`src/rtl/mem_port_arbiter_if.sv`:
```
// rtl/mem_port_arbiter_if.sv - IF/LSU/memory signal bundle for mem_port_arbiter
//
// Signals:
//   flush_ip                         pipeline flush (taken branch/jump)
//   if_req/addr_ip                   fetch request; if_gnt/rvalid/rdata/stall_op back
//   lsu_req/we/be/addr/wdata_ip      load/store request; lsu_gnt/rvalid/rdata/stall_op back
//   mem_req/we/be/addr/wdata_op      unified memory request; mem_gnt/rvalid/rdata_ip back
// Modports: slave = arbiter side, master = core/memory side.
interface mem_port_arbiter_if #(
    parameter int ADDR_W = 32,
    parameter int DATA_W = 32
);
    logic                flush_ip;
    logic                if_req_ip;
    logic [ADDR_W-1:0]   if_addr_ip;
    logic                if_gnt_op;
    logic                if_rvalid_op;
    logic [DATA_W-1:0]   if_rdata_op;
    logic                if_stall_op;
    logic                lsu_req_ip;
    logic                lsu_we_ip;
    logic [DATA_W/8-1:0] lsu_be_ip;
    logic [ADDR_W-1:0]   lsu_addr_ip;
    logic [DATA_W-1:0]   lsu_wdata_ip;
    logic                lsu_gnt_op;
    logic                lsu_rvalid_op;
    logic [DATA_W-1:0]   lsu_rdata_op;
    logic                lsu_stall_op;
    logic                mem_req_op;
    logic                mem_we_op;
    logic [DATA_W/8-1:0] mem_be_op;
    logic [ADDR_W-1:0]   mem_addr_op;
    logic [DATA_W-1:0]   mem_wdata_op;
    logic                mem_gnt_ip;
    logic                mem_rvalid_ip;
    logic [DATA_W-1:0]   mem_rdata_ip;

    modport slave (
        input  flush_ip, if_req_ip, if_addr_ip,
               lsu_req_ip, lsu_we_ip, lsu_be_ip, lsu_addr_ip, lsu_wdata_ip,
               mem_gnt_ip, mem_rvalid_ip, mem_rdata_ip,
        output if_gnt_op, if_rvalid_op, if_rdata_op, if_stall_op,
               lsu_gnt_op, lsu_rvalid_op, lsu_rdata_op, lsu_stall_op,
               mem_req_op, mem_we_op, mem_be_op, mem_addr_op, mem_wdata_op
    );

    modport master (
        output flush_ip, if_req_ip, if_addr_ip,
               lsu_req_ip, lsu_we_ip, lsu_be_ip, lsu_addr_ip, lsu_wdata_ip,
               mem_gnt_ip, mem_rvalid_ip, mem_rdata_ip,
        input  if_gnt_op, if_rvalid_op, if_rdata_op, if_stall_op,
               lsu_gnt_op, lsu_rvalid_op, lsu_rdata_op, lsu_stall_op,
               mem_req_op, mem_we_op, mem_be_op, mem_addr_op, mem_wdata_op
    );
endinterface

```
`src/rtl/mem_port_arbiter.sv`:
```
// rtl/mem_port_arbiter.sv - single-outstanding IF/LSU arbiter for the unified memory port
//
// Ports:
//   clk    core clock
//   reset  asynchronous active-low reset
//   bus    mem_port_arbiter_if.slave (fetch, load/store and memory signals)
// LSU wins ties unless IF has lost STARVE_LIMIT arbitrations in a row.
// Responses of fetches flushed while in flight are dropped.
module mem_port_arbiter #(
    parameter int ADDR_W       = 32,
    parameter int DATA_W       = 32,
    parameter int STARVE_LIMIT = 4
) (
    input logic               clk,
    input logic               reset,
    mem_port_arbiter_if.slave bus
);
    localparam int         BE_W     = DATA_W / 8;
    localparam logic [1:0] ST_IDLE  = 2'd0;
    localparam logic [1:0] ST_REQ   = 2'd1;
    localparam logic [1:0] ST_RSP   = 2'd2;
    localparam logic [3:0] LIMIT    = 4'(STARVE_LIMIT);

    logic [1:0]        state;
    logic              owner_lsu;
    logic              drop;
    logic [3:0]        starve_cnt;
    logic              mem_req;
    logic              mem_we;
    logic [BE_W-1:0]   mem_be;
    logic [ADDR_W-1:0] mem_addr;
    logic [DATA_W-1:0] mem_wdata;

    logic accept, resp, arb_en, any_req, lsu_wins;
    logic if_owns, lsu_owns, if_rv, lsu_rv;

    assign accept   = (state == ST_REQ) && bus.mem_gnt_ip;
    // Responses outside RSP are stale (e.g. from before a reset) and ignored.
    assign resp     = (state == ST_RSP) && bus.mem_rvalid_ip;
    // Arbitrating on the response edge gives back-to-back requests.
    assign arb_en   = (state == ST_IDLE) || resp;
    assign any_req  = bus.if_req_ip || bus.lsu_req_ip;
    assign lsu_wins = bus.lsu_req_ip && !(bus.if_req_ip && (starve_cnt == LIMIT));
    assign if_owns  = (state != ST_IDLE) && !owner_lsu;
    assign lsu_owns = (state != ST_IDLE) && owner_lsu;
    // A flush in the response cycle itself also kills the fetch data.
    assign if_rv    = resp && !owner_lsu && !drop && !bus.flush_ip;
    assign lsu_rv   = resp && owner_lsu;

    always_ff @(posedge clk or negedge reset) begin
        if (!reset) begin
            state      <= ST_IDLE;
            owner_lsu  <= 1'b0;
            drop       <= 1'b0;
            starve_cnt <= 4'd0;
            mem_req    <= 1'b0;
            mem_we     <= 1'b0;
            mem_be     <= '0;
            mem_addr   <= '0;
            mem_wdata  <= '0;
        end else begin
            // The request cannot be withdrawn once issued, so a flush only
            // marks the in-flight fetch for dropping.
            if (if_owns && bus.flush_ip) begin
                drop <= 1'b1;
            end
            case (state)
                ST_REQ: begin
                    if (accept) begin
                        mem_req <= 1'b0;
                        state   <= ST_RSP;
                    end
                end
                ST_RSP: begin
                    if (resp) begin
                        drop  <= 1'b0;
                        state <= ST_IDLE;
                    end
                end
                default: ;
            endcase
            if (arb_en) begin
                if (!bus.if_req_ip || !lsu_wins) begin
                    starve_cnt <= 4'd0;
                end else if (starve_cnt != LIMIT) begin
                    starve_cnt <= starve_cnt + 4'd1;
                end
                if (any_req) begin
                    state     <= ST_REQ;
                    owner_lsu <= lsu_wins;
                    mem_req   <= 1'b1;
                    mem_we    <= lsu_wins && bus.lsu_we_ip;
                    mem_be    <= lsu_wins ? bus.lsu_be_ip : '1;
                    mem_addr  <= lsu_wins ? bus.lsu_addr_ip : bus.if_addr_ip;
                    mem_wdata <= lsu_wins ? bus.lsu_wdata_ip : '0;
                end
            end
        end
    end

    assign bus.mem_req_op    = mem_req;
    assign bus.mem_we_op     = mem_we;
    assign bus.mem_be_op     = mem_be;
    assign bus.mem_addr_op   = mem_addr;
    assign bus.mem_wdata_op  = mem_wdata;

    assign bus.if_gnt_op     = accept && !owner_lsu;
    assign bus.lsu_gnt_op    = accept && owner_lsu;
    assign bus.if_rvalid_op  = if_rv;
    assign bus.lsu_rvalid_op = lsu_rv;
    assign bus.if_rdata_op   = if_rv ? bus.mem_rdata_ip : '0;
    assign bus.lsu_rdata_op  = lsu_rv ? bus.mem_rdata_ip : '0;

    // Stalls are forced low while reset is held so every output reads zero.
    assign bus.if_stall_op  = reset &&
                              ((bus.if_req_ip && !if_rv) || (if_owns && !resp));
    assign bus.lsu_stall_op = reset &&
                              ((bus.lsu_req_ip && !lsu_rv) || (lsu_owns && !resp) ||
                               (bus.lsu_req_ip && if_owns));
endmodule

```
`src/flat_wrapper.sv`:
```
// flat-port wrapper written by rule: the top's interface ports become plain ports
module mem_port_arbiter_flat 
#(
    parameter int ADDR_W       = 32,
    parameter int DATA_W       = 32,
    parameter int STARVE_LIMIT = 4
)
  (clk, reset, bus_flush_ip, bus_if_req_ip, bus_if_addr_ip, bus_lsu_req_ip, bus_lsu_we_ip, bus_lsu_be_ip, bus_lsu_addr_ip, bus_lsu_wdata_ip, bus_mem_gnt_ip, bus_mem_rvalid_ip, bus_mem_rdata_ip, bus_if_gnt_op, bus_if_rvalid_op, bus_if_rdata_op, bus_if_stall_op, bus_lsu_gnt_op, bus_lsu_rvalid_op, bus_lsu_rdata_op, bus_lsu_stall_op, bus_mem_req_op, bus_mem_we_op, bus_mem_be_op, bus_mem_addr_op, bus_mem_wdata_op);
  mem_port_arbiter_if #(.ADDR_W(ADDR_W), .DATA_W(DATA_W)) bus_i ();
  input logic clk;
  input logic reset;
  input wire logic [$bits(bus_i.flush_ip)-1:0] bus_flush_ip;
  input wire logic [$bits(bus_i.if_req_ip)-1:0] bus_if_req_ip;
  input wire logic [$bits(bus_i.if_addr_ip)-1:0] bus_if_addr_ip;
  input wire logic [$bits(bus_i.lsu_req_ip)-1:0] bus_lsu_req_ip;
  input wire logic [$bits(bus_i.lsu_we_ip)-1:0] bus_lsu_we_ip;
  input wire logic [$bits(bus_i.lsu_be_ip)-1:0] bus_lsu_be_ip;
  input wire logic [$bits(bus_i.lsu_addr_ip)-1:0] bus_lsu_addr_ip;
  input wire logic [$bits(bus_i.lsu_wdata_ip)-1:0] bus_lsu_wdata_ip;
  input wire logic [$bits(bus_i.mem_gnt_ip)-1:0] bus_mem_gnt_ip;
  input wire logic [$bits(bus_i.mem_rvalid_ip)-1:0] bus_mem_rvalid_ip;
  input wire logic [$bits(bus_i.mem_rdata_ip)-1:0] bus_mem_rdata_ip;
  output wire logic [$bits(bus_i.if_gnt_op)-1:0] bus_if_gnt_op;
  output wire logic [$bits(bus_i.if_rvalid_op)-1:0] bus_if_rvalid_op;
  output wire logic [$bits(bus_i.if_rdata_op)-1:0] bus_if_rdata_op;
  output wire logic [$bits(bus_i.if_stall_op)-1:0] bus_if_stall_op;
  output wire logic [$bits(bus_i.lsu_gnt_op)-1:0] bus_lsu_gnt_op;
  output wire logic [$bits(bus_i.lsu_rvalid_op)-1:0] bus_lsu_rvalid_op;
  output wire logic [$bits(bus_i.lsu_rdata_op)-1:0] bus_lsu_rdata_op;
  output wire logic [$bits(bus_i.lsu_stall_op)-1:0] bus_lsu_stall_op;
  output wire logic [$bits(bus_i.mem_req_op)-1:0] bus_mem_req_op;
  output wire logic [$bits(bus_i.mem_we_op)-1:0] bus_mem_we_op;
  output wire logic [$bits(bus_i.mem_be_op)-1:0] bus_mem_be_op;
  output wire logic [$bits(bus_i.mem_addr_op)-1:0] bus_mem_addr_op;
  output wire logic [$bits(bus_i.mem_wdata_op)-1:0] bus_mem_wdata_op;
  assign bus_i.flush_ip = bus_flush_ip;
  assign bus_i.if_req_ip = bus_if_req_ip;
  assign bus_i.if_addr_ip = bus_if_addr_ip;
  assign bus_i.lsu_req_ip = bus_lsu_req_ip;
  assign bus_i.lsu_we_ip = bus_lsu_we_ip;
  assign bus_i.lsu_be_ip = bus_lsu_be_ip;
  assign bus_i.lsu_addr_ip = bus_lsu_addr_ip;
  assign bus_i.lsu_wdata_ip = bus_lsu_wdata_ip;
  assign bus_i.mem_gnt_ip = bus_mem_gnt_ip;
  assign bus_i.mem_rvalid_ip = bus_mem_rvalid_ip;
  assign bus_i.mem_rdata_ip = bus_mem_rdata_ip;
  assign bus_if_gnt_op = bus_i.if_gnt_op;
  assign bus_if_rvalid_op = bus_i.if_rvalid_op;
  assign bus_if_rdata_op = bus_i.if_rdata_op;
  assign bus_if_stall_op = bus_i.if_stall_op;
  assign bus_lsu_gnt_op = bus_i.lsu_gnt_op;
  assign bus_lsu_rvalid_op = bus_i.lsu_rvalid_op;
  assign bus_lsu_rdata_op = bus_i.lsu_rdata_op;
  assign bus_lsu_stall_op = bus_i.lsu_stall_op;
  assign bus_mem_req_op = bus_i.mem_req_op;
  assign bus_mem_we_op = bus_i.mem_we_op;
  assign bus_mem_be_op = bus_i.mem_be_op;
  assign bus_mem_addr_op = bus_i.mem_addr_op;
  assign bus_mem_wdata_op = bus_i.mem_wdata_op;
  mem_port_arbiter #(.ADDR_W(ADDR_W), .DATA_W(DATA_W), .STARVE_LIMIT(STARVE_LIMIT)) u_core (.clk(clk), .reset(reset), .bus(bus_i));
endmodule
```
`config.mk`:
```
export PLATFORM = sky130hd
export DESIGN_NAME = mem_port_arbiter_flat
export DESIGN_NICKNAME = d
export VERILOG_FILES = /design/src/rtl/mem_port_arbiter_if.sv /design/src/rtl/mem_port_arbiter.sv /design/src/flat_wrapper.sv
export SDC_FILE = /design/constraint.sdc
export NUM_CORES = 1
export LEC_CHECK = 0
export BUFFER_PORTS_ARGS = -buffer_cell sky130_fd_sc_hd__buf_2
export CAP_MARGIN = 0
export CORE_AREA = 2 2 107 109
export DETAILED_ROUTE_END_ITERATION = 10
export DIE_AREA = 0 0 109 111
export PLACE_DENSITY = 0.73
export SLEW_MARGIN = 15
export SYNTH_ARGS = -nofsm -noshare
export SYNTH_HDL_FRONTEND = slang
export SYNTH_SLANG_ARGS = --single-unit
```
`constraint.sdc`:
```
create_clock -name clk -period 2 [get_ports clk]
set_input_delay 0.2 -clock clk [delete_from_list [all_inputs] [get_ports clk]]
set_output_delay 0.2 -clock clk [all_outputs]
set_load 0.02 [all_outputs]
```
# Word level (Yosys, flattened, before mapping)
# Index checks and enable logic that the tools add are counted.
dict set report op_classes {
  addsub 1
  n_eq_ne 4
  n_mux 19
  reduce_logical 41
}
# operator count
set ops {}
lappend ops {{32-bit 2-to-1 mux} 4}
lappend ops {{1-bit logical AND} 21}
lappend ops {{4-bit 2-to-1 mux} 3}
lappend ops {{1-bit zero test} 9}
lappend ops {{2-bit 2-to-1 mux} 4}
lappend ops {{1-bit 2-to-1 mux} 7}
lappend ops {{1-bit logical OR} 6}
lappend ops {{4-bit by 1-bit adder with 4-bit output (second input constant)} 1}
lappend ops {{4-bit by 3-bit equality test with 1-bit output (second input constant)} 1}
lappend ops {{4-bit by 3-bit != test with 1-bit output (second input constant)} 1}
lappend ops {{2-bit one-hot mux with 2 select lines} 1}
lappend ops {{2-bit AND reduction} 2}
lappend ops {{2-bit nonzero test} 2}
lappend ops {{2-bit by 1-bit equality test with 1-bit output (second input constant)} 1}
lappend ops {{2-bit equality test (second input constant)} 1}
lappend ops {{2-bit zero test} 1}
dict set report word_totals {
  ff_bits 78
  in_bits 140
  out_inout_bits 140
  elab_cells 74
}

# Depth between registers and ports, before layout
dict set report logic_depth {
  word_depth 9
  mapped_depth 7
  depth_no_buf 5
}

# Worst setup path before layout
# Ideal clock, no wire load.
dict set report synth_path {
  path_kind {register -> output}
  startpoint {register u_core.state[0]}
  endpoint {output bus_lsu_rdata_op[22]}
  arrival_ns 1.600
  required_time_ns 1.800
  slack_ns 0.200
  stages_incl_launch_ff 7
  path_buffers 2
  path_cell_list {dfrtp_1 > inv_1 > ha_1 > and3_1 > buf_2 > clkbuf_1 > and2_1}
}
dict set report synth_via {
  elab_chain_len 4
}
# item line_no
set synth_lines {}
lappend synth_lines {{start, declared} mem_port_arbiter.sv:24} ;# logic [1:0] state;
lappend synth_lines {{start signal, assigned} mem_port_arbiter.sv:52} ;# state <= ST_IDLE;
lappend synth_lines {{start signal, assigned} mem_port_arbiter.sv:71} ;# state <= ST_RSP;
lappend synth_lines {{start signal, assigned} mem_port_arbiter.sv:77} ;# state <= ST_IDLE;
lappend synth_lines {{2-bit equality test} mem_port_arbiter.sv:39} ;# assign resp = (state == ST_RSP) && bus.mem_rvalid_ip;
lappend synth_lines {{1-bit logical AND} mem_port_arbiter.sv:39}
lappend synth_lines {{1-bit logical AND} mem_port_arbiter.sv:48} ;# assign lsu_rv = resp && owner_lsu;
lappend synth_lines {{net bus_lsu_rvalid_op} flat_wrapper.sv:28} ;# output wire logic [$bits(bus_i.lsu_rvalid_op)-1:0] bus_lsu_rvalid_op;
lappend synth_lines {{32-bit 2-to-1 mux} mem_port_arbiter.sv:112} ;# assign bus.lsu_rdata_op = lsu_rv ? bus.mem_rdata_ip : '0;
lappend synth_lines {{end, declared} flat_wrapper.sv:29} ;# output wire logic [$bits(bus_i.lsu_rdata_op)-1:0] bus_lsu_rdata_op;
# The timed path passes the listed nets, and every way through them passes these cells.

# Final worst setup path
dict set report layout_path {
  startpoint {register u_core.state[0]}
  endpoint {output bus_if_rdata_op[3]}
}
dict set report layout_via {
  elab_chain_len 6
}
# item line_no
set layout_lines {}
lappend layout_lines {{2-bit equality test} mem_port_arbiter.sv:39}
lappend layout_lines {{1-bit logical AND} mem_port_arbiter.sv:39}
lappend layout_lines {{1-bit logical AND (3 in series)} mem_port_arbiter.sv:47} ;# assign if_rv = resp && !owner_lsu && !drop && !bus.flush_ip;
lappend layout_lines {{32-bit 2-to-1 mux} mem_port_arbiter.sv:111} ;# assign bus.if_rdata_op = if_rv ? bus.mem_rdata_ip : '0;
lappend layout_lines {{end, declared} flat_wrapper.sv:25} ;# output wire logic [$bits(bus_i.if_rdata_op)-1:0] bus_if_rdata_op;
# Every way passes these cells.

==> impl_metrics.json <==
{
  "status": "finished clean",
  "drv_cap": 0,
  "drtPass1Iterations": 4,
  "grt_usage_pct": 22.05,
  "cp-start-kind": "flop",
  "intPower_w": 0.005349,
  "drc": 0,
  "root_buffer": "clkbuf_16",
  "syn_to_final_growth_pct": 55.90,
  "clk_latency_ps": 330,
  "synth_fp_nets": 522,
  "switchingPower_w": 0.003715,
  "cp_cell_sequence": "inv_2, ha_4, nand2_4, nor4_4, buf_4, buf_12, and2_1, buf_6",
  "power_density_nw_per_um2": 1442,
  "synth_seq_cells": 78,
  "multi_input_area_sq_um": 1919,
  "synth_cell_types": 41,
  "async_flop_share_pct": 100.0,
  "seq_area_sq_um": 1952,
  "worst_setup_path_end_kind": "output pin",
  "ys_warn_count": 0,
  "ios": 280,
  "via_per_inst": 5.335,
  "worst-path-buf-inv": 4,
  "routed_wl_mm": 13.81,
  "grt_overflow": 0,
  "cts_buffers": 9,
  "reg2reg_from": "u_core.state[0]$_DFF_PN0_",
  "p_clk_share_pct": 18.2,
  "finalSetupViolCount": 0,
  "finalPower_w": 0.009064,
  "drtIter0Drc": 259,
  "slowest_delay_ps": 390,
  "max_slew_margin_pct": 36.75,
  "numClockSinks": 78,
  "synth.avg_cell_area_sq_um": 10.72,
  "grt_pass1_vias": 4198,
  "holdPathEnd": "u_core.bus.mem_be_op[0]$_DFFE_PN0P_",
  "worstReg2RegEnd": "u_core.bus.mem_addr_op[18]$_DFFE_PN0P_",
  "clkTransAtPathRegs_ps": 60,
  "port_buffers": 279,
  "hold_path_class": "in -> reg",
  "cp-startpoint": "u_core.state[0]$_DFF_PN0_",
  "leakage_nw": 3.191,
  "floorplan.initialDensity_pct": 36.39,
  "slowest_stage": "dfrtp_1",
  "grt_pass1_wl_mm": 20.99,
  "cp.required_ps": 1800,
  "drv_slew": 0,
  "tightest_slew_ps": 948.7,
  "swShare_pct": 40.99,
  "skew_ps": 5.343,
  "criticalPathCategory": "reg -> out",
  "crit_family": "buffers and inverters",
  "min_period_over_period_pct": 99.89,
  "synthDominantCellAreaShare_pct": 48.42,
  "coreArea_sq_um": 11080,
  "p_comb_share_pct": 50.2,
  "crit_fanout": 17,
  "wl_per_cell_um": 17.14,
  "routabilityCongestion": 0.8009,
  "nNetsFinal": 801,
  "hold_viol_final": 0,
  "rsz0062_at_grt": "true",
  "synth_edf_count": 0,
  "yosys.area.top_type": "dfrtp_1",
  "cp_data_arrival_time_ps": 1800,
  "fp.dieW_um": 109,
  "seq_power_share_pct": 31.5,
  "syn_inst": 376,
  "fmax_mhz": 500.6,
  "synth_area_sq_um": 4031,
  "hpwl_mm": 9.794,
  "fill_cells": 960,
  "die_area_sq_um": 12100,
  "layout-drive-gt1-share_pct": 53.18,
  "core.rowCount": 39,
  "whs_ps": 86.50,
  "synthFlopType": "dfrtp_1",
  "hold_path_depth": 2,
  "cts_tree": "done",
  "ant_nets": 0,
  "synth_sequential_area_ratio_pct": 48.42,
  "synth.area.top_cells": "dfrtp_1, and2_1, a22o_1, a2bb2oi_1, a311oi_1",
  "grt_antenna_before_repair": 3,
  "clockBufferDepth": 2,
  "hold_start": "bus_lsu_be_ip[0]",
  "rrSetupSlack_ps": 200,
  "grt_max_degree": 77,
  "die_height_um": 111,
  "path_depth": 8,
  "vias": 4300,
  "ir_drop_mv": 0.6911,
  "htreeDepth": 3,
  "fin_crit_ps": 1998,
  "r2r_cells": 8
}
-- timing repair --
item,4_1_cts,5_1_grt
gates resized for setup,31,63
endpoints found under the hold margin,2,0
setup endpoints to repair,68,66
cloned,2,0
buffers inserted,7,3
pin swaps,0,15
hold buffers,1,0
-- power groups by stage --
stage	logic, W	clock network, W	registers, W
floorplan	0.00210	0	0.00367
global placement	0.00434	0	0.00283
global route	0.00489	0.00176	0.00295
CTS	0.00454	0.00169	0.00285
finish	0.00455	0.00165	0.00286
detailed placement	0.00445	0	0.00283
-- logic make-up (layout without fill, tap and decap cells) --
kind of cell | after synthesis | in the layout | share of synthesized area, %
other | 0 | 3 | 0
adder cells (fa/ha/maj) | 6 | 6 | 1.862
flip-flops | 78 | 78 | 48.42
buffers and inverters | 47 | 331 | 6.114
AND/OR/NAND/NOR | 94 | 94 | 14.49
AO/OA/AOI/OAI | 151 | 151 | 29.11
-- synthesized netlist by cell type, types with 2 or more instances --
master     instances
dfrtp_1           78
and2_1            66
a22o_1            33
a2bb2oi_1         32
a311oi_1          32
o21ai_1           18
o21ai_0           16
clkbuf_1          15
buf_2             14
nand2_1           11
inv_1              9
ha_1               6
buf_6              5
buf_4              4
o22a_1             4
a21oi_1            3
nand3_1            3
a21o_1             2
and3_1             2
nor2_1             2
-- worst max path at each step --
stage / end / slack, ps
floorplan: bus_lsu_rdata_op[22] / 200
global placement: bus_if_rdata_op[29] / 260
detailed placement: bus_if_rdata_op[2] / 150
CTS: bus_if_rdata_op[13] / 4
global route: bus_if_rdata_op[3] / -90
finish: bus_if_rdata_op[3] / 2
-- cells in the final DEF (no fill, tap or decap), types with 2 or more instances in the layout --
cell type	instances
a21o_1	2
a21oi_1	3
a22o_1	33
a2bb2oi_1	32
a311oi_1	32
and2_1	48
and2_4	18
and3_1	2
buf_12	5
buf_2	245
buf_4	23
buf_6	31
clkbuf_16	10
clkbuf_8	2
clkinvlp_4	3
dfrtp_1	78
diode_2	3
ha_1	4
inv_1	8
nand2_1	10
nand3_1	3
nor2_2	2
o21ai_0	16
o21ai_1	18
o22a_1	4
-- final cells by class --
cell class / instances / area share (%)
multi-input combinational: 251 / 30.54
tap: 143 / 2.847
clock buffer: 11 / 4.021
timing repair buffer: 306 / 29.96
clock inverter: 5 / 0.9158
inverter: 9 / 0.5375
antenna: 3 / 0.1195
sequential: 78 / 31.06
-- sequential cells by signal (all words and copies together), names as in the netlist --
signal,count
u_core.bus.mem_addr_op,32
u_core.bus.mem_we_op,1
u_core.starve_cnt,4
u_core.bus.mem_wdata_op,32
u_core.drop,1
u_core.owner_lsu,1
u_core.bus.mem_req_op,1
u_core.bus.mem_be_op,4
u_core.state,2
-- metal layers --
| metal | share of wire (%) | track usage [%] |
|---|---|---|
| met1 | 38 | 25.12 |
| met2 | 52 | 39.38 |
| met3 | 7.9 | 4.879 |
| met4 | 2.1 | 8.547 |
| met5 | 0 | 0 |
-- metrics by stage --
| step | setup TNS, ps | area, sq um | utilization [%] | worst slack [ps] | std cells |
|---|---|---|---|---|---|
| after floorplan | 0 | 4031 | - | 199.8 | 376 |
| after global placement | 0 | 5575 | 50.33 | 256.8 | 775 |
| after detailed placement | 0 | 5575 | 50.33 | 149.9 | 775 |
| after CTS | 0 | 6078 | 54.87 | 3.810 | 801 |
| after global routing | -1781 | 6282 | 56.72 | -86.92 | 805 |
| final | 0 | 6285 | 56.74 | 2.214 | 806 |
Note: power is estimated with default switching activity, not from simulation.
